`src/rtl/regfile_wb_arbiter.sv`:
```
// -----------------------------------------------------------------------------
// regfile_wb_arbiter
//
// This block shares the single integer register file write port between NReq
// writeback requesters, such as the ALU, the load unit and the CSR unit.
// Requests use a valid/ready handshake and are granted round-robin. Each
// accepted write is loaded into a one-entry output stage, and that stage
// drives the register file write port.
//
// Parameters
//   XLen       data width
//   NReg       number of architectural registers
//   NReq       number of writeback requesters (2..8)
//   NRegWidth  register address width (derived)
//
// Ports
//   clk_i         clock, rising edge
//   rst_ni        asynchronous active-low reset
//   req_valid_i   per-requester write request
//   req_addr_i    per-requester destination register
//   req_data_i    per-requester write data
//   req_ready_o   per-requester accept (combinational from req_valid_i)
//   hold_i        freeze the write port; the output stage is not drained
//   we3_o         register file write enable
//   a3_o          register file write address
//   wd3_o         register file write data
//   pend_valid_o  output stage holds an uncommitted write
//   pend_addr_o   destination of the pending write, for hazard checks
// -----------------------------------------------------------------------------
module regfile_wb_arbiter #(
    parameter int XLen = 32,
    parameter int NReg = 32,
    parameter int NReq = 3,
    localparam int NRegWidth = $clog2(NReg)
) (
    input  logic                                clk_i,
    input  logic                                rst_ni,
    input  logic [NReq-1:0]                     req_valid_i,
    input  logic [NReq-1:0][NRegWidth-1:0]      req_addr_i,
    input  logic [NReq-1:0][XLen-1:0]           req_data_i,
    output logic [NReq-1:0]                     req_ready_o,
    input  logic                                hold_i,
    output logic                                we3_o,
    output logic [NRegWidth-1:0]                a3_o,
    output logic [XLen-1:0]                     wd3_o,
    output logic                                pend_valid_o,
    output logic [NRegWidth-1:0]                pend_addr_o
);

    localparam int PtrW = $clog2(NReq);

    // Requester index reached by stepping 'step' places from 'base', wrapping
    // modulo NReq.
    function automatic logic [PtrW-1:0] rr_index(
        input logic [PtrW-1:0] base,
        input int unsigned     step
    );
        int unsigned sum;
        sum = int'(base) + step;
        if (sum >= NReq) begin
            sum = sum - NReq;
        end else begin
            sum = sum;
        end
        return PtrW'(sum);
    endfunction

    // Pointer value that follows a grant to 'idx'; a grant to the last
    // requester wraps the pointer back to requester 0.
    function automatic logic [PtrW-1:0] rr_next(input logic [PtrW-1:0] idx);
        logic [PtrW-1:0] nxt;
        if (int'(idx) == NReq - 1) begin
            nxt = {PtrW{1'b0}};
        end else begin
            nxt = idx + {{(PtrW-1){1'b0}}, 1'b1};
        end
        return nxt;
    endfunction

    logic                  r_out_valid;
    logic [NRegWidth-1:0]  r_out_addr;
    logic [XLen-1:0]       r_out_data;
    logic [PtrW-1:0]       r_ptr;

    logic [NReq-1:0]       w_grant;
    logic [PtrW-1:0]       w_gnt_idx;
    logic                  w_gnt_found;
    logic                  w_can_accept;
    logic                  w_drain;
    logic                  w_handshake;
    logic [NRegWidth-1:0]  w_sel_addr;
    logic [XLen-1:0]       w_sel_data;

    // Round-robin search: the first valid requester at or after the pointer
    // wins. At most one grant is raised.
    always_comb begin
        w_grant     = {NReq{1'b0}};
        w_gnt_idx   = {PtrW{1'b0}};
        w_gnt_found = 1'b0;
        for (int unsigned k = 0; k < NReq; k++) begin
            if (!w_gnt_found && req_valid_i[rr_index(r_ptr, k)]) begin
                w_gnt_found                    = 1'b1;
                w_gnt_idx                      = rr_index(r_ptr, k);
                w_grant[rr_index(r_ptr, k)]    = 1'b1;
            end else begin
                w_gnt_found = w_gnt_found;
            end
        end
    end

    // A full stage can only take a new entry if it drains on the same edge.
    // Ready is forced low while reset is asserted, even though the stage is
    // already empty then.
    always_comb begin
        w_drain      = r_out_valid && !hold_i;
        w_can_accept = !r_out_valid || !hold_i;
        if (rst_ni) begin
            req_ready_o = w_grant & {NReq{w_can_accept}};
        end else begin
            req_ready_o = {NReq{1'b0}};
        end
        w_handshake = |req_ready_o;
        w_sel_addr  = req_addr_i[w_gnt_idx];
        w_sel_data  = req_data_i[w_gnt_idx];
    end

    // Output stage and round-robin pointer. A write to x0 completes the
    // handshake but leaves the stage empty, so x0 is never written. A new
    // entry replaces one that drains on the same edge.
    always_ff @(posedge clk_i or negedge rst_ni) begin
        if (!rst_ni) begin
            r_out_valid <= 1'b0;
            r_out_addr  <= {NRegWidth{1'b0}};
            r_out_data  <= {XLen{1'b0}};
            r_ptr       <= {PtrW{1'b0}};
        end else if (w_handshake) begin
            r_ptr <= rr_next(w_gnt_idx);
            if (w_sel_addr != {NRegWidth{1'b0}}) begin
                r_out_valid <= 1'b1;
                r_out_addr  <= w_sel_addr;
                r_out_data  <= w_sel_data;
            end else begin
                r_out_valid <= 1'b0;
            end
        end else if (w_drain) begin
            r_out_valid <= 1'b0;
        end else begin
            r_out_valid <= r_out_valid;
        end
    end

    // Register file write port and hazard-visible pending entry.
    always_comb begin
        we3_o        = w_drain;
        a3_o         = r_out_addr;
        wd3_o        = r_out_data;
        pend_valid_o = r_out_valid;
        pend_addr_o  = r_out_addr;
    end

endmodule

```
`config.mk`:
```
export PLATFORM = sky130hd
export DESIGN_NAME = regfile_wb_arbiter
export DESIGN_NICKNAME = d
export VERILOG_FILES = /design/src/rtl/regfile_wb_arbiter.sv
export SDC_FILE = /design/constraint.sdc
export NUM_CORES = 1
export LEC_CHECK = 0
export CORE_UTILIZATION = 39
export DETAILED_ROUTE_END_ITERATION = 10
export PLACE_DENSITY = 0.82
export SKIP_LAST_GASP = 1
export SLEW_MARGIN = 25
export SYNTH_ARGS = -nofsm -noshare
export SYNTH_HDL_FRONTEND = slang
export SYNTH_SLANG_ARGS = --single-unit
```
`constraint.sdc`:
```
create_clock -name clk_i -period 3.69 [get_ports clk_i]
set_input_delay 0.5535 -clock clk_i [delete_from_list [all_inputs] [get_ports clk_i]]
set_output_delay 0.5535 -clock clk_i [all_outputs]
set_load 0.01 [all_outputs]
```
**After elaboration in Yosys (flattened, before gate mapping)**

Cells that the tools add are included.

- RAM bits: 0
- Input port bits: 117
- Bits in registers: 40
- ROM bits: 0
- Output and inout bits: 47
- Latch bits: 0
- Word-level logic and storage cells: 77
- Memories kept: 0

- Bitwise logic cells: 3
- Reduce and logical (&&, ||, !) cells: 15
- Order comparisons: 13
- Equality and inequality tests: 1
- Add/subtract/negate cells: 6
- $mul: 0
- Mux-type cells: 35
- Divide/modulo/power cells: 0
- Shift operators: 0

Operators by type and width:

| operator | count |
|---|---|
| binary-select mux 32 bit (select 2 bit) | 1 |
| 2-to-1 mux 32 bit | 1 |
| less-than comparator 2 x 3 -> 1 bit (second input constant) | 7 |
| 2-to-1 mux 2 bit | 10 |
| 2-to-1 mux 3 bit | 4 |
| 2-to-1 mux 1 bit | 11 |
| binary-select mux 5 bit (select 2 bit) | 1 |
| binary-select mux 1 bit (select 2 bit) | 3 |
| demux 1 bit (select 2 bit) | 3 |
| >= comparator 2 x 1 -> 1 bit (second input constant) | 3 |
| >= comparator 3 x 2 -> 1 bit (second input constant) | 2 |
| logical AND 1 bit | 6 |
| bitwise OR 3 bit | 2 |
| subtractor 2 bit (second input constant) | 3 |
| 2-to-1 mux 5 bit | 1 |
| nonzero test 5 bit | 1 |
| logical NOT 1 bit | 4 |
| adder 2 x 1 -> 3 bit (second input constant) | 1 |
| adder 2 x 2 -> 3 bit (second input constant) | 1 |
| AND 3 bit | 1 |
| OR reduction 3 bit | 1 |
| adder 2 x 1 -> 2 bit (second input constant) | 1 |
| == test 2 bit (second input constant) | 1 |
| >= comparator 2 bit (second input constant) | 1 |
| 3 further kinds | 3 |

**Logic depth before layout (Yosys ltp)**

Gate-level depths: netlist of the first run.

- Depth after elaboration: 21
- Depth in mapped cells: 12
- Gate-level depth less buffers: 9

**Worst setup path before layout of the first run**

Ideal clock, no wire load.

- Kind: register -> register
- Start: reg r_ptr[0]
- End: reg r_out_data[10], in the netlist wd3_o[10]
- Arrival time: 2.959 ns
- Stages on the path, launching flop included: 13
- Setup slack: 0.604 ns
- Buffers on the path: 3
- Required time: 3.563 ns
- Period minus slack after synthesis: 3.086 ns
- Setup time: 0.127 ns
- Cells stage by stage: dfrtp_1 inv_1 ha_1 buf_2 and2b_1 o32ai_4 a211o_1 buf_2 a211oi_1 o22ai_1 o31ai_4 buf_6 mux2_1

- Longest elaborated chain between the ends: 16
- Elaborated cells between the ends (all ways): 58
- Those cells by class: add/sub (5); order compare (9); mux (31); bitwise (3); reduce/logical (10)

RTL lines:

| element | line | text |
|---|---|---|
| from (decl) | 83 | `logic [PtrW-1:0] r_ptr;` |
| from (signal assigned) | 135 | `r_ptr <= {PtrW{1'b0}};` |
| from (signal assigned) | 137 | `r_ptr <= rr_next(w_gnt_idx);` |
| adder 2 x 1 -> 3 bit (tied with other cells) | 59 | `sum = int'(base) + step;` |
| >= comparator 3 x 2 -> 1 bit (tied with other cells) | 60 | `if (sum >= NReq) begin` |
| 2-to-1 mux 2 bit (on tied branches) | 60, 101 |  |
| 2-to-1 mux 2 bit (tied with other cells) | 101 | `if (!w_gnt_found && req_valid_i[rr_index(r_ptr, k)]) begin` |
| less-than comparator 2 x 3 -> 1 bit (not written as such) (tied with other cells) | 104 | `w_grant[rr_index(r_ptr, k)] = 1'b1;` |
| logical AND 1 bit (not written as such) or 2-to-1 mux 1 bit (tied branches) | 104 |  |
| 2-to-1 mux 1 bit (not written as such) or demux 1 bit (select 2 bit) (tied branches) | 104 |  |
| demux 1 bit (select 2 bit) or 2-to-1 mux 3 bit (tied branches) | 104, 101 |  |
| bitwise OR 3 bit (no source line) | n/a |  |
| 2-to-1 mux 3 bit | 101 |  |
| bitwise OR 3 bit (no source line) | n/a |  |
| 2-to-1 mux 3 bit | 101 |  |
| AND 3 bit | 118 | `req_ready_o = w_grant & {NReq{w_can_accept}};` |
| 2-to-1 mux 3 bit | 117 | `if (rst_ni) begin` |
| OR reduction 3 bit | 122 | `w_handshake = \|req_ready_o;` |
| AND reduction 2 bit (no source line) | n/a |  |
| to (signal assigned) | 134 | `r_out_data <= {XLen{1'b0}};` |
| to (signal assigned) | 141 | `r_out_data <= w_sel_data;` |
| to (decl) | 82 | `logic [XLen-1:0] r_out_data;` |

Several ways; a longest one is shown, not always the timed one. The select of a mux whose other input is x is not followed.
A chain may end at the register's enable or synchronous reset.

**Final worst setup path of the first run**

- Start: reg r_ptr[0]
- End: out req_ready_o[0]

- Longest elaborated chain between the ends: 14
- Elaborated cells between the ends (all ways): 48
- Those cells by class: add/sub (5); order compare (9); mux (24); bitwise (3); reduce/logical (7)

RTL lines:

| element | line | text |
|---|---|---|
| adder 2 x 1 -> 3 bit (tied with other cells) | 59 |  |
| >= comparator 3 x 2 -> 1 bit (tied with other cells) | 60 |  |
| 2-to-1 mux 2 bit (on tied branches) | 60, 101 |  |
| 2-to-1 mux 2 bit (tied with other cells) | 101 |  |
| less-than comparator 2 x 3 -> 1 bit (not written as such) (tied with other cells) | 104 |  |
| logical AND 1 bit (not written as such) or 2-to-1 mux 1 bit (tied branches) | 104 |  |
| 2-to-1 mux 1 bit (not written as such) or demux 1 bit (select 2 bit) (tied branches) | 104 |  |
| demux 1 bit (select 2 bit) or 2-to-1 mux 3 bit (tied branches) | 104, 101 |  |
| bitwise OR 3 bit (no source line) | n/a |  |
| 2-to-1 mux 3 bit | 101 |  |
| bitwise OR 3 bit (no source line) | n/a |  |
| 2-to-1 mux 3 bit (*) | 101 |  |
| AND 3 bit (*) | 118 |  |
| 2-to-1 mux 3 bit (*) | 117 |  |
| to (decl) | 41 | `output logic [NReq-1:0] req_ready_o,` |

Mark *: on every way between the ends. The rest lies on a longest branch, timed or not. The select of a mux whose other input is x is not followed.

==> run metrics, run 1 <==
Top Ports 164; largest area contributor in the netlist dfrtp_1; n_diodes 0; Hold Crit Class in -> async; crit path launch type flip-flop; CTS tree yes; postcts setup bufs 0; wire per inst 14.7 um; asr flop ratio synth 100%; register share of total power a little over a fifth; CP max FO 14; antenna-violating nets left 0; largest net degree at the start of global routing 41; Synth top area share 35.5%; via count 3083; Starting Density 40.9%; CP cell instances inv_1 -> ha_1 -> a21o_1 -> nor3_1 -> a221oi_1 -> a211oi_1 -> clkdlybuf4s50_1; Die H 87.1 um; Final Skew between 3 and 4 ps; Fillers 584; WP data arrival 2900 ps; EDFF count, synth 0; Net Sw Frac between 40% and 50%; Die W 87.1 um; CTS root buffer clkbuf_8; finished layout cell area roughly 0.0047 mm^2; Logic pwr share 69.2%; final hold vios 0; dpl hpwl between 6000 and 7000 um; core area 0.00691 mm^2; clock latency at the later pin of the worst-skew pair 280 ps; antenna violations before repair 0; Num CTS Buffers 5; 1st-pass router iterations 5; fin. max-slew vios 0; Reg2Reg Setup Slack 270 ps; Psw 1.58 mW; share of layout cells above drive strength 1 9.53%; worst-margin pin slew 685 ps; post-placement cell count 581; first-pass GRT wire length ~13000 um; CP bufs+invs 2; PortBufs 163; Starting DRT DRC Count 128; vias in the first global route 2845; Syn Area/Cell 8.42 um^2; internal power 2.25 mW; synth-to-layout area growth 65.5%; Reg clk slew, reported paths 80 ps; fin nets 613; clock share of power 9.4%; data required time of the critical path 3140 ps; Mapped Cells 335; slowest cell on the critical path clkdlybuf4s50_1; placed cell area 0.00455 mm^2; Slew HR 54.0%; Via density ~5.2; outcome completed; maximum clock frequency 290 MHz; unrepaired setup endpoints after global routing false; Row Count 30; Most used DFF post-synth dfrtp_1; Max Cap Viol 0; global placer's final weighted congestion between 0.8 and 0.9; H-tree depth 2; Setup TNS 0 ps; biggest cell delay along the critical path roughly 600 ps; total gr overflow 0; mapped cell area 0.00282 mm^2; area of the die approximately 0.0076 mm^2; Period minus WS final ~3400 ps; Syn Nets 456; Leakage about 1.9 nW; Yosys reg bits 40; Max VDD drop 0.000416 V; Pwr Density slightly above 800 mW/mm^2; Total GRT Usage roughly 23%; Finished Layout Cells 589; sequential share of the synthesized area a little over a third; clk buf depth 2; Unique masters post-synth 45; hold_ws between 300 and 400 ps; critical path's top delay family compound AO/OA/AOI/OAI gates; final setup vio count 0; DRC errors left 0; WL final 8650 um; critical path class reg -> out; Synth area leaders dfrtp_1 (35%), mux2_1 (10%), nand2_1 (9.8%); Sink Count 40; period utilization 93.5%; Critical Path End Type primary output; Ys Warns 0
-- sequential cells by signal, summed over array words and instances (netlist names) --
register      count
pend_valid_o      1
a3_o              5
r_ptr             2
wd3_o            32
-- cell usage in the layout, fill, tap and decap left out, types with 2 or more instances in the layout --
cell and instances:
mux2i_1 3, inv_1 5, o21ai_0 11, a21oi_1 3
clkbuf_8 5, or2_2 4, nor2_1 40, mux2_2 8
o2bb2ai_1 4, a211oi_1 9, nor3_1 2, nand2b_1 3
dfrtp_1 40, a221oi_1 3, nor2b_1 3, clkdlybuf4s50_1 162
a31oi_1 32, buf_4 15, nand4bb_1 2, nand3_1 5
nand3b_1 4, ha_1 3, mux2_1 25, o22ai_1 2
nand2_1 74, a31o_2 2
-- through the flow --
step / power, mW / setup WS, ps / util [%]
2_1_floorplan: 2.47 / 604 / -
3_3_place_gp: 3.42 / 191 / 65.9
3_5_place_dp: 3.49 / 134 / 65.9
4_1_cts: 3.86 / 143 / 67.6
5_1_grt: 4.14 / 19.5 / 67.6
6_report: 3.83 / 241 / 67.6
-- logic make-up after synthesis --
family                     Yosys count  synth area share, %
AOI/OAI and AO/OA                   80                 20.6
adders and majority gates            4                 1.77
buffers and inverters               34                 6.39
DFF                                 40                 35.5
muxes                               36                 14.2
and+or+nand+nor                    141                 21.5
-- final cells by class --
| cell class | instances | area (um^2) | area share, % |
|---|---|---|---|
| timing repair buffer | 179 | 1760 | 37.7 |
| multi-input combinational | 261 | 1660 | 35.5 |
| sequential | 40 | 1000 | 21.4 |
| tap | 96 | 120 | 2.57 |
| clock buffer | 5 | 68.8 | 1.47 |
| clock inverter | 3 | 46.3 | 0.991 |
| inverter | 5 | 18.8 | 0.402 |
-- Yosys cell counts, types with 5 or more instances --
library cell  count
clkbuf_1         15
nand2_1          74
nor2_1           40
inv_1             5
a211oi_1         10
mux2_2            8
o21ai_0          11
a31oi_1          32
dfrtp_1          40
buf_4             7
mux2_1           25
nand3_1           5
-- path summary, 6_finish.rpt --
check | from | end | cells past startpoint
max | r_ptr[0]$_DFFE_PN0P_ | req_ready_o[0] | 7
min | rst_ni | r_ptr[1]$_DFFE_PN0P_ | 2
max reg2reg | r_ptr[0]$_DFFE_PN0P_ | wd3_o[20]$_DFFE_PN0P_ | 10
min reg2reg | wd3_o[12]$_DFFE_PN0P_ | wd3_o[12]$_DFFE_PN0P_ | 1
max in group asynchronous | rst_ni | wd3_o[8]$_DFFE_PN0P_ | 2
min in group clk_i | wd3_o[12]$_DFFE_PN0P_ | wd3_o[12]$_DFFE_PN0P_ | 1
-- worst reg2reg max path: cells and delay by family (launching register included) --
kind,cells,cell delay [ps]
fa+ha+maj,1,560
buf+inv,2,350
mux,1,350
compound gates,6,1640
flops,1,400
-- routing by layer --
metal,up-vias,share of wire (%),track usage [%]
met2,120,52,40.0
met5,-,0,0
met1,1459,40,27.5
met3,7,7.4,6.45
li1,1497,-,-
met4,0,0.44,3.33
-- power by group through the flow --
| stage | clock network [mW] | registers [mW] | logic (mW) |
|---|---|---|---|
| finish | 0.362 | 0.818 | 2.65 |
| floorplan | 0 | 0.908 | 1.57 |
| global route | 0.394 | 0.849 | 2.89 |
| CTS | 0.374 | 0.819 | 2.67 |
| global placement | 0 | 0.814 | 2.61 |
| detailed placement | 0 | 0.825 | 2.66 |
-- repair_timing --
action,CTS,global route
resized for setup,0,1
hold buffers,0,0
setup endpoints to repair,0,2
endpoints found under the hold margin,0,0
(Power assumes the default switching activity.)
==> run 2, diff against run 1 <==
--- a/config.mk
+++ b/config.mk
@@ -8,6 +8,7 @@
 export CORE_UTILIZATION = 39
 export DETAILED_ROUTE_END_ITERATION = 10
 export PLACE_DENSITY = 0.82
+export SETUP_SLACK_MARGIN = 0.3
 export SKIP_LAST_GASP = 1
 export SLEW_MARGIN = 25
 export SYNTH_ARGS = -nofsm -noshare
==> run metrics, run 2 (same netlist as run 1, synthesis figures left out) <==
outcome completed; Hold Crit Class in -> async; data required time of the critical path 3140 ps (about the same); Setup TNS 0 ps (unchanged); met1 usage in global routing 27.3% (-0.18 points); Starting Density 40.9% (unchanged); unrepaired setup endpoints after global routing false; Slew HR 55.3% (+1.3 points); slowest cell on the critical path clkdlybuf4s50_1; Total GRT Usage 22.6% (+0.061 points); Finished Layout Cells 589 (unchanged); Fillers 578 (-1.0%); Max VDD drop 0.000390 V (-6.2%); internal power 2.29 mW (+1.8%); antenna violations before repair 0 (unchanged); WP data arrival 2690 ps (-210 ps); Critical R2R Launch r_ptr[0]$_DFFE_PN0P_; area of the die 0.00758 mm^2 (unchanged); share of layout cells above drive strength 1 10.5% (+1.0 points); Pwr Density 828 mW/mm^2 (+0.86%); wire per inst 14.8 um (+1.0%); n_diodes 0 (unchanged); final hold vios 0 (unchanged); dpl hpwl 6750 um (unchanged); Row Count 30 (unchanged); maximum clock frequency 308 MHz (+6.3%); biggest cell delay along the critical path 580 ps (-20 ps); core area 0.00691 mm^2 (unchanged); Final Skew 3.44 ps (+0.314 ps); first-pass GRT wire length 13500 um (+0.31%); DRC errors left 0 (unchanged); period utilization 87.9% (-5.6 points); Starting DRT DRC Count 124 (-3.1%); Reg2Reg Setup Slack 460 ps (+190 ps); clock latency at the later pin of the worst-skew pair 280 ps (about the same); postcts setup bufs 0 (unchanged); CP cell instances clkdlybuf4s50_1 -> buf_4 -> nand4bb_1 -> a311oi_1 -> a221oi_1 -> a211oi_2 -> clkdlybuf4s50_1; clock share of power 9.3% (about the same); CTS tree yes; 1st-pass router iterations 4 (-1); Num CTS Buffers 5 (unchanged); crit path launch type input pin; Max Cap Viol 0 (unchanged); hold_ws 397 ps (+0.183 ps); Leakage 1.90 nW (+0.21%); clk buf depth 2 (unchanged); largest net degree at the start of global routing 41 (unchanged); fin. max-slew vios 0 (unchanged); Die H 87.1 um (unchanged); Die W 87.1 um (unchanged); Reg clk slew, reported paths 80 ps (about the same); Via density 5.24 (+0.13%); Period minus WS final 3240 ps (-206 ps); post-placement cell count 581 (unchanged); CP max FO 7 (-7); vias in the first global route 2865 (+0.70%); WL final 8740 um (+1.0%); most frequent cells in the layout clkdlybuf4s50_1 (162), nand2_1 (74), nor2_1 (40), dfrtp_1 (40), a31oi_1 (32); hold buffer count at cts 0 (unchanged); Sink Count 40 (unchanged); synth-to-layout area growth 67.1%; critical path class in -> out; fin nets 613 (unchanged); Psw 1.61 mW (+1.8%); M2 GR Usage 40.2% (+0.21 points); register share of total power 21.1% (-0.2 points); PortBufs 163 (unchanged); R2R Path End wd3_o[20]$_DFFE_PN0P_; Top Ports 164 (unchanged); Net Sw Frac 41.3% (about the same); antenna-violating nets left 0 (unchanged); r2r worst-path depth 10 (unchanged); total gr overflow 0 (unchanged); H-tree depth 2 (unchanged); via count 3087 (+0.13%); most used cell, CP clkdlybuf4s50_1; Logic pwr share 69.7% (+0.5 points); Critical Path End Type primary output; most common cell after layout, fill and taps aside clkdlybuf4s50_1; met3 Use GR 6.64% (+0.19 points); max reg flops 32 (unchanged); global placer's final weighted congestion 0.842 (unchanged); PostCTS Resize Cnt 3 (+3); final setup vio count 0 (unchanged); CTS root buffer clkbuf_8; GRT busiest layer met2; worst-margin pin slew 666 ps (-19.0 ps); final core occ 68.3% (+0.63 points)
==> run 2: power by group through the flow <==
| stage | clock network [mW] | logic, mW | registers (mW) |
|---|---|---|---|
| after floorplan | 0 | 1.57 | 0.908 |
| after global placement | 0 | 2.61 | 0.814 |
| after detailed placement | 0 | 2.66 | 0.825 |
| after CTS | 0.374 | 2.68 | 0.819 |
| after global routing | 0.394 | 2.96 | 0.854 |
| final | 0.362 | 2.72 | 0.822 |
==> run 2: per-stage QoR <==
step / instance area, um^2 / power, mW / setup slack (ps)
after global placement: 4550 / 3.42 / 191
after CTS: 4680 / 3.87 / 365
after global routing: 4710 / 4.21 / 301
after floorplan: 2820 / 2.47 / 604
after detailed placement: 4550 / 3.49 / 134
final: 4710 / 3.90 / 446
==> run 2: how the worst max path moves through the flow <==
stage,from,to,slack [ps],cells past startpoint
after floorplan,r_ptr[0]$_DFFE_PN0P_,wd3_o[10]$_DFFE_PN0P_,600,12
after global placement,req_valid_i[1],wd3_o[26]$_DFFE_PN0P_,190,10
after detailed placement,req_valid_i[0],wd3_o[20]$_DFFE_PN0P_,130,9
after CTS,r_ptr[0]$_DFFE_PN0P_,wd3_o[20]$_DFFE_PN0P_,370,10
after global routing,r_ptr[0]$_DFFE_PN0P_,wd3_o[21]$_DFFE_PN0P_,300,10
final,req_valid_i[2],req_ready_o[0],450,7
==> run 2: layout make-up <==
class	instances	area (um^2)	area share, %
timing repair buffer	179	1760	37.4
multi-input combinational	261	1700	36.0
sequential	40	1000	21.2
tap	96	120	2.55
clock buffer	5	68.8	1.46
clock inverter	3	46.3	0.982
inverter	5	18.8	0.398
==> run 2: worst max-delay path: cells and delay by family <==
kind | cells | cell delay, ps
AO/OA/AOI/OAI | 3 | 670
buffers and inverters | 3 | 1270
AND/OR/NAND/NOR | 1 | 180
==> run 2: routing by layer <==
layer,part of all wire (%),up-vias
met5,0,-
met4,0.21,0
met3,7.8,2
met2,53,121
met1,39,1468
li1,-,1496
